--- src/rtl/mtimer_pkg.sv ---
// mtimer_pkg: register offsets and control register layout for the machine timer
package mtimer_pkg;
  localparam int PRESCALE_W = 16;
  localparam logic [4:0] MTIME_LO = 5'h00;
  localparam logic [4:0] MTIME_HI = 5'h04;
  localparam logic [4:0] CMP_LO   = 5'h08;
  localparam logic [4:0] CMP_HI   = 5'h0C;
  localparam logic [4:0] CTRL     = 5'h10;
  typedef struct packed {
    logic [PRESCALE_W-1:0] div;
    logic                  en;
  } ctrl_t;
endpackage

--- src/rtl/mtimer_irq_tick_gen.sv ---
// tick_gen: prescaler emitting a one-cycle tick every div+1 enabled cycles
module tick_gen #(
  parameter int W = 16
) (
  input  logic         clk,
  input  logic         rst,
  input  logic         en,
  input  logic         clr,
  input  logic [W-1:0] div,
  output logic         tick
);
  logic [W-1:0] cnt;
  assign tick = en & (cnt == div);
  // count enabled cycles, restarting on a tick, a ctrl write or while disabled
  always_ff @(posedge clk or negedge rst)
    if (!rst) cnt <= '0;
    else cnt <= (clr | ~en | tick) ? '0 : cnt + 1'b1;
endmodule

--- src/rtl/mtimer_irq.sv ---
// mtimer_irq: memory-mapped mtime/mtimecmp timer raising a level timer interrupt
module mtimer_irq
  import mtimer_pkg::*;
#(
  parameter logic [63:0] RST_CMP = 64'hFFFF_FFFF_FFFF_FFFF
) (
  input  logic        clk,
  input  logic        rst,
  input  logic        req,
  input  logic        we,
  input  logic [4:0]  addr,
  input  logic [31:0] wdata,
  output logic        ready,
  output logic        rvalid,
  output logic [31:0] rdata,
  output logic        err,
  output logic        interrupt
);
  logic [63:0] mtime, cmp;
  logic [31:0] shadow_hi, rd;
  ctrl_t       ctrl;
  logic        tick, bad, wr, rdo;
  assign ready = 1'b1;
  assign bad   = (addr[1:0] != 2'b00) | (addr > CTRL);
  assign wr    = req & we & ~bad;
  assign rdo   = req & ~we & ~bad;
  tick_gen #(.W(PRESCALE_W)) u_tick (
    .clk (clk),
    .rst (rst),
    .en  (ctrl.en),
    .clr (wr & (addr == CTRL)),
    .div (ctrl.div),
    .tick(tick)
  );
  // read mux; mtime_hi comes from the shadow so lo/hi pairs are atomic
  always_comb
    rd = (addr == MTIME_LO) ? mtime[31:0] :
         (addr == MTIME_HI) ? shadow_hi   :
         (addr == CMP_LO)   ? cmp[31:0]   :
         (addr == CMP_HI)   ? cmp[63:32]  : 32'(ctrl);
  // register file, bus response and interrupt flop; software writes to mtime beat the tick
  always_ff @(posedge clk or negedge rst)
    if (!rst) begin
      mtime     <= '0;
      cmp       <= RST_CMP;
      ctrl      <= '0;
      shadow_hi <= '0;
      rvalid    <= 1'b0;
      rdata     <= '0;
      err       <= 1'b0;
      interrupt <= 1'b0;
    end else begin
      if (wr && addr == MTIME_LO) mtime[31:0] <= wdata;
      else if (wr && addr == MTIME_HI) mtime[63:32] <= wdata;
      else if (tick) mtime <= mtime + 64'd1;
      if (wr && addr == CMP_LO) cmp[31:0] <= wdata;
      if (wr && addr == CMP_HI) cmp[63:32] <= wdata;
      if (wr && addr == CTRL) ctrl <= ctrl_t'(wdata[PRESCALE_W:0]);
      if (rdo && addr == MTIME_LO) shadow_hi <= mtime[63:32];
      rvalid    <= req;
      err       <= req & bad;
      rdata     <= rdo ? rd : '0;
      interrupt <= ctrl.en & (mtime >= cmp);
    end
endmodule

--- config.mk ---
export PLATFORM = sky130hd
export DESIGN_NAME = mtimer_irq
export DESIGN_NICKNAME = d
export VERILOG_FILES = /design/src/rtl/mtimer_pkg.sv /design/src/rtl/mtimer_irq_tick_gen.sv /design/src/rtl/mtimer_irq.sv
export SDC_FILE = /design/constraint.sdc
export NUM_CORES = 1
export LEC_CHECK = 0
export BUFFER_PORTS_ARGS = -buffer_cell sky130_fd_sc_hd__buf_4
export CAP_MARGIN = 20
export CORE_MARGIN = 4
export CORE_UTILIZATION = 65
export CTS_CLUSTER_SIZE = 40
export DETAILED_ROUTE_END_ITERATION = 12
export PLACE_DENSITY = 0.84
export SLEW_MARGIN = 20
export SYNTH_ARGS = -nofsm -noshare
export SYNTH_HDL_FRONTEND = slang
export SYNTH_SLANG_ARGS = --single-unit
--- constraint.sdc ---
create_clock -name clk -period 4.9 [get_ports clk]
set_input_delay 0.735 -clock clk [delete_from_list [all_inputs] [get_ports clk]]
set_output_delay 0.735 -clock clk [all_outputs]
set_load 0.02 [all_outputs]
-- After elaboration in Yosys (flattened, before gate mapping)
Cells that the tools add are included.
- output and inout port bits: 36
- bits of input ports: 41
- flip-flop bits (word level): 228
- add/subtract/negate cells: 2
- magnitude comparators: 2
- bitwise gates (word level): 15
- reductions and logical operators: 12
- mux-type cells: 10
- equal/unequal tests: 6
- operators by type and width (operator ; number):
    two-way mux 32 bit ; 8
    adder 64 x 1 -> 64 bit, second input constant ; 1
    greater-or-equal comparator 64 bit ; 1
    two-way mux 64 bit ; 1
    adder 16 x 1 -> 16 bit, second input constant ; 1
    equality test 16 bit ; 1
    two-way mux 16 bit ; 1
    equality test 5 x 4 -> 1 bit, second input constant ; 2
    AND 1 bit ; 8
    logical AND 1 bit ; 6
    nonzero test 2 bit ; 3
    equality test 5 x 3 -> 1 bit, second input constant ; 1
    equality test 5 bit, second input constant ; 1
    > comparator 5 bit, second input constant ; 1
    logical NOT 5 bit ; 1
    inverter 1 bit ; 4
    AND reduction 2 bit ; 2
    bitwise OR 1 bit ; 3
    != test 2 bit, second input constant ; 1

-- Logic depth before layout (Yosys ltp)
- depth in word-level cells: 8
- gate-level depth with buffers: 9
- gate-level depth less buffers: 9

-- By module
From an unflattened synthesis, not the netlist that was laid out.
- cell total of the unflattened synthesis: 1275
- area, all modules: 12728.5 µm²
- modules (own cells, without submodules) (module ; cells each ; instances ; area an instance (µm²) ; sequential area each (µm²)):
    mtimer_irq ; 1176 ; 1 ; 11787.6 ; 5385.2
    tick_gen ; 99 ; 1 ; 940.9 ; 400.4

-- Worst setup path before layout
OpenSTA, ideal clock, no wires.
- path type: input to register
- start: input port addr[4]
- end: register mtime[8]
- arrival time: 2.317 ns
- path buffers: 2
- path slack: 2.446 ns
- required time: 4.763 ns
- cell stages on the path: 8
- path through: nor4_1 clkbuf_1 nand4_1 nand4_1 clkbuf_1 nor2_1 xnor2_1 a21oi_1
- cells in the longest elaborated chain, start to end: 7
- elaborated cells on any way between the ends: 12
- those cells by class: order compare (1); eq/ne (2); mux (1); bitwise (3); reduce/logical (5)
- ends and longest elaborated chain (element ; RTL line ; source):
    start, declared ; mtimer_irq.sv:11 ; input logic [4:0] addr,
    > comparator 5 bit ; mtimer_irq.sv:24 ; assign bad = (addr[1:0] != 2'b00) | (addr > CTRL);
    bitwise OR 1 bit ; mtimer_irq.sv:24 ;
    inverter 1 bit ; mtimer_irq.sv:25 ; assign wr = req & we & ~bad;
    AND 1 bit ; mtimer_irq.sv:25 ;
    logical AND 1 bit, on equally long branches ; mtimer_irq.sv:53, mtimer_irq.sv:54 ;
    != test 2 bit (no source line) / nonzero test 2 bit (equally long branches) ; n/a ;
    AND reduction 2 bit (no source line) ; n/a ;
    end signal, assigned ; mtimer_irq.sv:53 ; if (wr && addr == MTIME_LO) mtime[31:0] <= wdata;
    end signal, assigned ; mtimer_irq.sv:55 ; else if (tick) mtime <= mtime + 64'd1;
    end, declared ; mtimer_irq.sv:19 ; logic [63:0] mtime, cmp;
Several ways; a longest one is shown, not always the timed one.
A chain may end at the register's enable or synchronous reset.

-- Worst setup path in the final report
- start: input port addr[2]
- end: register mtime[60]
- cells in the longest elaborated chain, start to end: 7
- elaborated cells on any way between the ends: 12
- those cells by class: order compare (1); eq/ne (1); mux (1); bitwise (4); reduce/logical (5)
- ends and longest elaborated chain (element ; RTL line ; source):
    > comparator 5 bit ; mtimer_irq.sv:24 ;
    bitwise OR 1 bit ; mtimer_irq.sv:24 ;
    inverter 1 bit ; mtimer_irq.sv:25 ;
    AND 1 bit ; mtimer_irq.sv:25 ;
    logical AND 1 bit, on equally long branches ; mtimer_irq.sv:54, mtimer_irq.sv:53 ;
    nonzero test 2 bit (no source line) / inverter 1 bit (equally long branches) ; n/a ;
    AND reduction 2 bit (no source line) ; n/a ;
    end signal, assigned ; mtimer_irq.sv:54 ; else if (wr && addr == MTIME_HI) mtime[63:32] <= wdata;
    end signal, assigned ; mtimer_irq.sv:55 ;
Several ways; a longest one is shown, not always the timed one.

==> results_dict.tcl <==
set metrics [dict create \
    status "completed" \
    postSynthCellCount 1293 \
    power.share.clock_pct 36.8 \
    critPathSlowestCell "nand3_1" \
    synth_area_leaders "dfrtp_1 33%, dfstp_2 13%, ha_1 6.6%, mux2i_1 5.0%, xnor2_1 4.7%" \
    max_freq_ghz 0.281 \
    post_drt_wl_per_cell_um 20.4 \
    yosys_warnings 0 \
    slew_viol_final 0 \
    ys_ff_latch 228 \
    final_util_pct 75.3 \
    antenna_found_initial 0 \
    place_ws_ns 0.931 \
    power.share.sequential_pct 46.5 \
    cts_tree "done" \
    rsz0062_at_grt "no" \
    synth_area_leader_cell "dfrtp_1" \
    synth-edff-count 0 \
    finalSetupViolCount 0 \
    ys_async_sr_fraction_pct 100 \
    vias_per_cell 6.36 \
    cts_buffers 25 \
    path_class "in -> reg" \
    dieWidth_um 147 \
    place_congestion 0.948 \
    clk_path_buf_depth 3 \
    powerDensity_mw_per_mm2 368 \
    arrival_ns 3.94 \
    r2r-start "ctrl[13]$_DFFE_PN0P_" \
    critPathCaptureType "flip-flop" \
    synth.avg_cell_area_sq_um 9.70 \
    cts_resized 0 \
    hold_class "in -> async" \
    num_vias 10300 \
    crit_path_start "addr[2]" \
    setup_tns_ns 0 \
    synth_top_area_share_pct 32.7 \
    synth_flop_cell "dfrtp_1" \
    synth_most_common_cell "dfrtp_1" \
    p_int_mw 3.72 \
    drive_gt1_share_pct 19.1 \
    combPwrFrac_pct 16.7 \
    required_ns 5.28 \
    synth_seq_area_share_pct 46.1 \
    cpPeakStageDelay_ns 0.90 \
    crit_chain "buf_4 -> nand3b_1 -> nand2b_1 -> nand3_1 -> nor4_1 -> xnor2_1 -> a21oi_1" \
    syn2layout_area_growth_pct 13.0 \
    drv_cap 0 \
    totalWireLength_um 33200 \
    grt_pass1_wl_um 54700 \
    final_antenna_net_count 0 \
    die_h_um 147 \
    ir_drop_mv 0.263 \
    worst_slack_ns 1.35 \
    cts_hold_buf 0 \
    clkTransAtPathRegs_ns 0.06 \
    grt_overflow 0 \
    layout_min_cycle_time_ns 3.55 \
    fp-row-count 50 \
    whs_ns 0.314 \
    core_area_sq_mm 0.0188 \
    cts_sinks 228 \
    worst_setup_path_start_kind "input port" \
    port-buffer-count 75 \
    final_hold_viol_count 0 \
    clk_latency_ns 0.52 \
    ys_top_cells_by_count "164 x dfrtp_1, 150 x nand2_1, 109 x o21ai_0, 89 x nor2_1, 81 x inv_1" \
    crit_fanout 28 \
    diodes 0 \
    post-cts-setup-buffers 0 \
    relSlewSlack_pct 29.0 \
    cts_root_buf "clkbuf_16" \
    fillCellCount 1277 \
    die_area_sq_mm 0.0216 \
    syn_nets 1400 \
    drcViolationCount 0 \
    io_pins 77 \
    switching_power_mw 1.50 \
    dr.pass1.iters 5 \
    nets 1452 \
    dp_hpwl_um 22400 \
    synth_cell_type_count 61 \
    p_sw_share_pct 28.7 \
    initial_core_util_pct 66.6 \
    grt_max_degree 124 \
    grt.total_usage_pct 31.0 \
    grt_pass1_vias 10400 \
    htreeDepth 1 \
    worst_pin_slew_ns 1.06 \
    finClkSkew_ns 0.0130 \
    drt_iter0_markers 1036 \
    leakage_nw 6.46 \
    synthesis.area_sq_mm 0.0125 \
    finalCritPeriodShare_pct 72.5 \
]
## routing by layer
metal	routed length [um]	GRT usage [%]	part of all wire (%)	vias up
li1	-	-	-	4668
met1	13400	42.3	40	4992
met2	15700	49.8	47	529
met3	2750	5.06	8.3	128
met4	1280	12.7	3.8	0
met5	0	0	0	-
## critical path: cells and delay by family
family	cells	cell delay [ns]
AND/OR/NAND/NOR	4	2.54
AO/OA/AOI/OAI	1	0.08
XOR/XNOR	1	0.18
buffers and inverters	1	0.39
## worst paths after layout
| check | cells after the start | slack (ns) | to |
|---|---|---|---|
| max | 7 | 1.35 | mtime[60]$_DFFE_PN0P_ |
| min | 1 | 0.31 | rdata[2]$_DFF_PN0_ |
| max reg2reg | 7 | 1.62 | mtime[60]$_DFFE_PN0P_ |
| min reg2reg | 1 | 0.51 | shadow_hi[21]$_DFFE_PN0P_ |
| max in group asynchronous | 2 | 3.45 | cmp[47]$_DFFE_PN1P_ |
| min in group clk | 1 | 0.37 | rvalid$_DFF_PN0_ |
## metrics by stage
stage / cells / area (sq um) / power (mW)
detailed placement: 1578 / 13300 / 3.30
floorplan: 1293 / 12500 / 2.95
finish: 1623 / 14200 / 5.22
global route: 1623 / 14200 / 5.45
global placement: 1578 / 13300 / 3.23
CTS: 1623 / 14200 / 5.22
## area by class of cell
type                    instances  area (sq um)  share of cell area [%]
repair buffers                 90           683                    4.82
multi-input cells             919          6250                    44.0
clock buffers                  35           713                    5.03
flip-flops and latches        228          5790                    40.8
clock inverters                10           125                   0.882
inverters                      81           304                    2.14
well taps                     260           325                    2.29
## state kept, by name, indices dropped and copies added, names as in the netlist
signal,flops
rdata,32
ctrl,17
interrupt,1
shadow_hi,32
cmp,64
u_tick.cnt,16
rvalid,1
err,1
mtime,64
## power groups by stage
| stage | Sequential [mW] | Clock, mW | Combinational, mW |
|---|---|---|---|
| floorplan | 2.37 | 0 | 0.583 |
| global placement | 2.43 | 0 | 0.800 |
| detailed placement | 2.45 | 0 | 0.849 |
| CTS | 2.42 | 1.94 | 0.865 |
| global route | 2.46 | 2.01 | 0.979 |
| finish | 2.43 | 1.92 | 0.870 |
## cells in the final DEF (no fill, tap or decap), types with 40 or more instances in the layout
master and n:
nor2_1 85, mux2_2 50, o21ai_0 109, xnor2_1 68
nand2_1 149, nand3_1 40, dfstp_2 64, dfrtp_1 164
a21oi_1 49, buf_4 89, ha_1 66, mux2i_1 63
inv_1 81
## cell families (layout without fill, tap and decap cells)
kind of cell             after synthesis  count (layout)  share of synthesized area, %
multiplexers                         113             113                          9.51
buffers and inverters                146             216                          4.42
other                                  1               1                        0.0299
AND/OR/NAND/NOR                      402             402                          15.4
adder cells (fa/ha/maj)               66              66                          6.58
flip-flops                           228             228                          46.1
XOR/XNOR                              78              78                          5.44
AO/OA/AOI/OAI                        259             259                          12.5
Power figures use the tool's default switching activity.
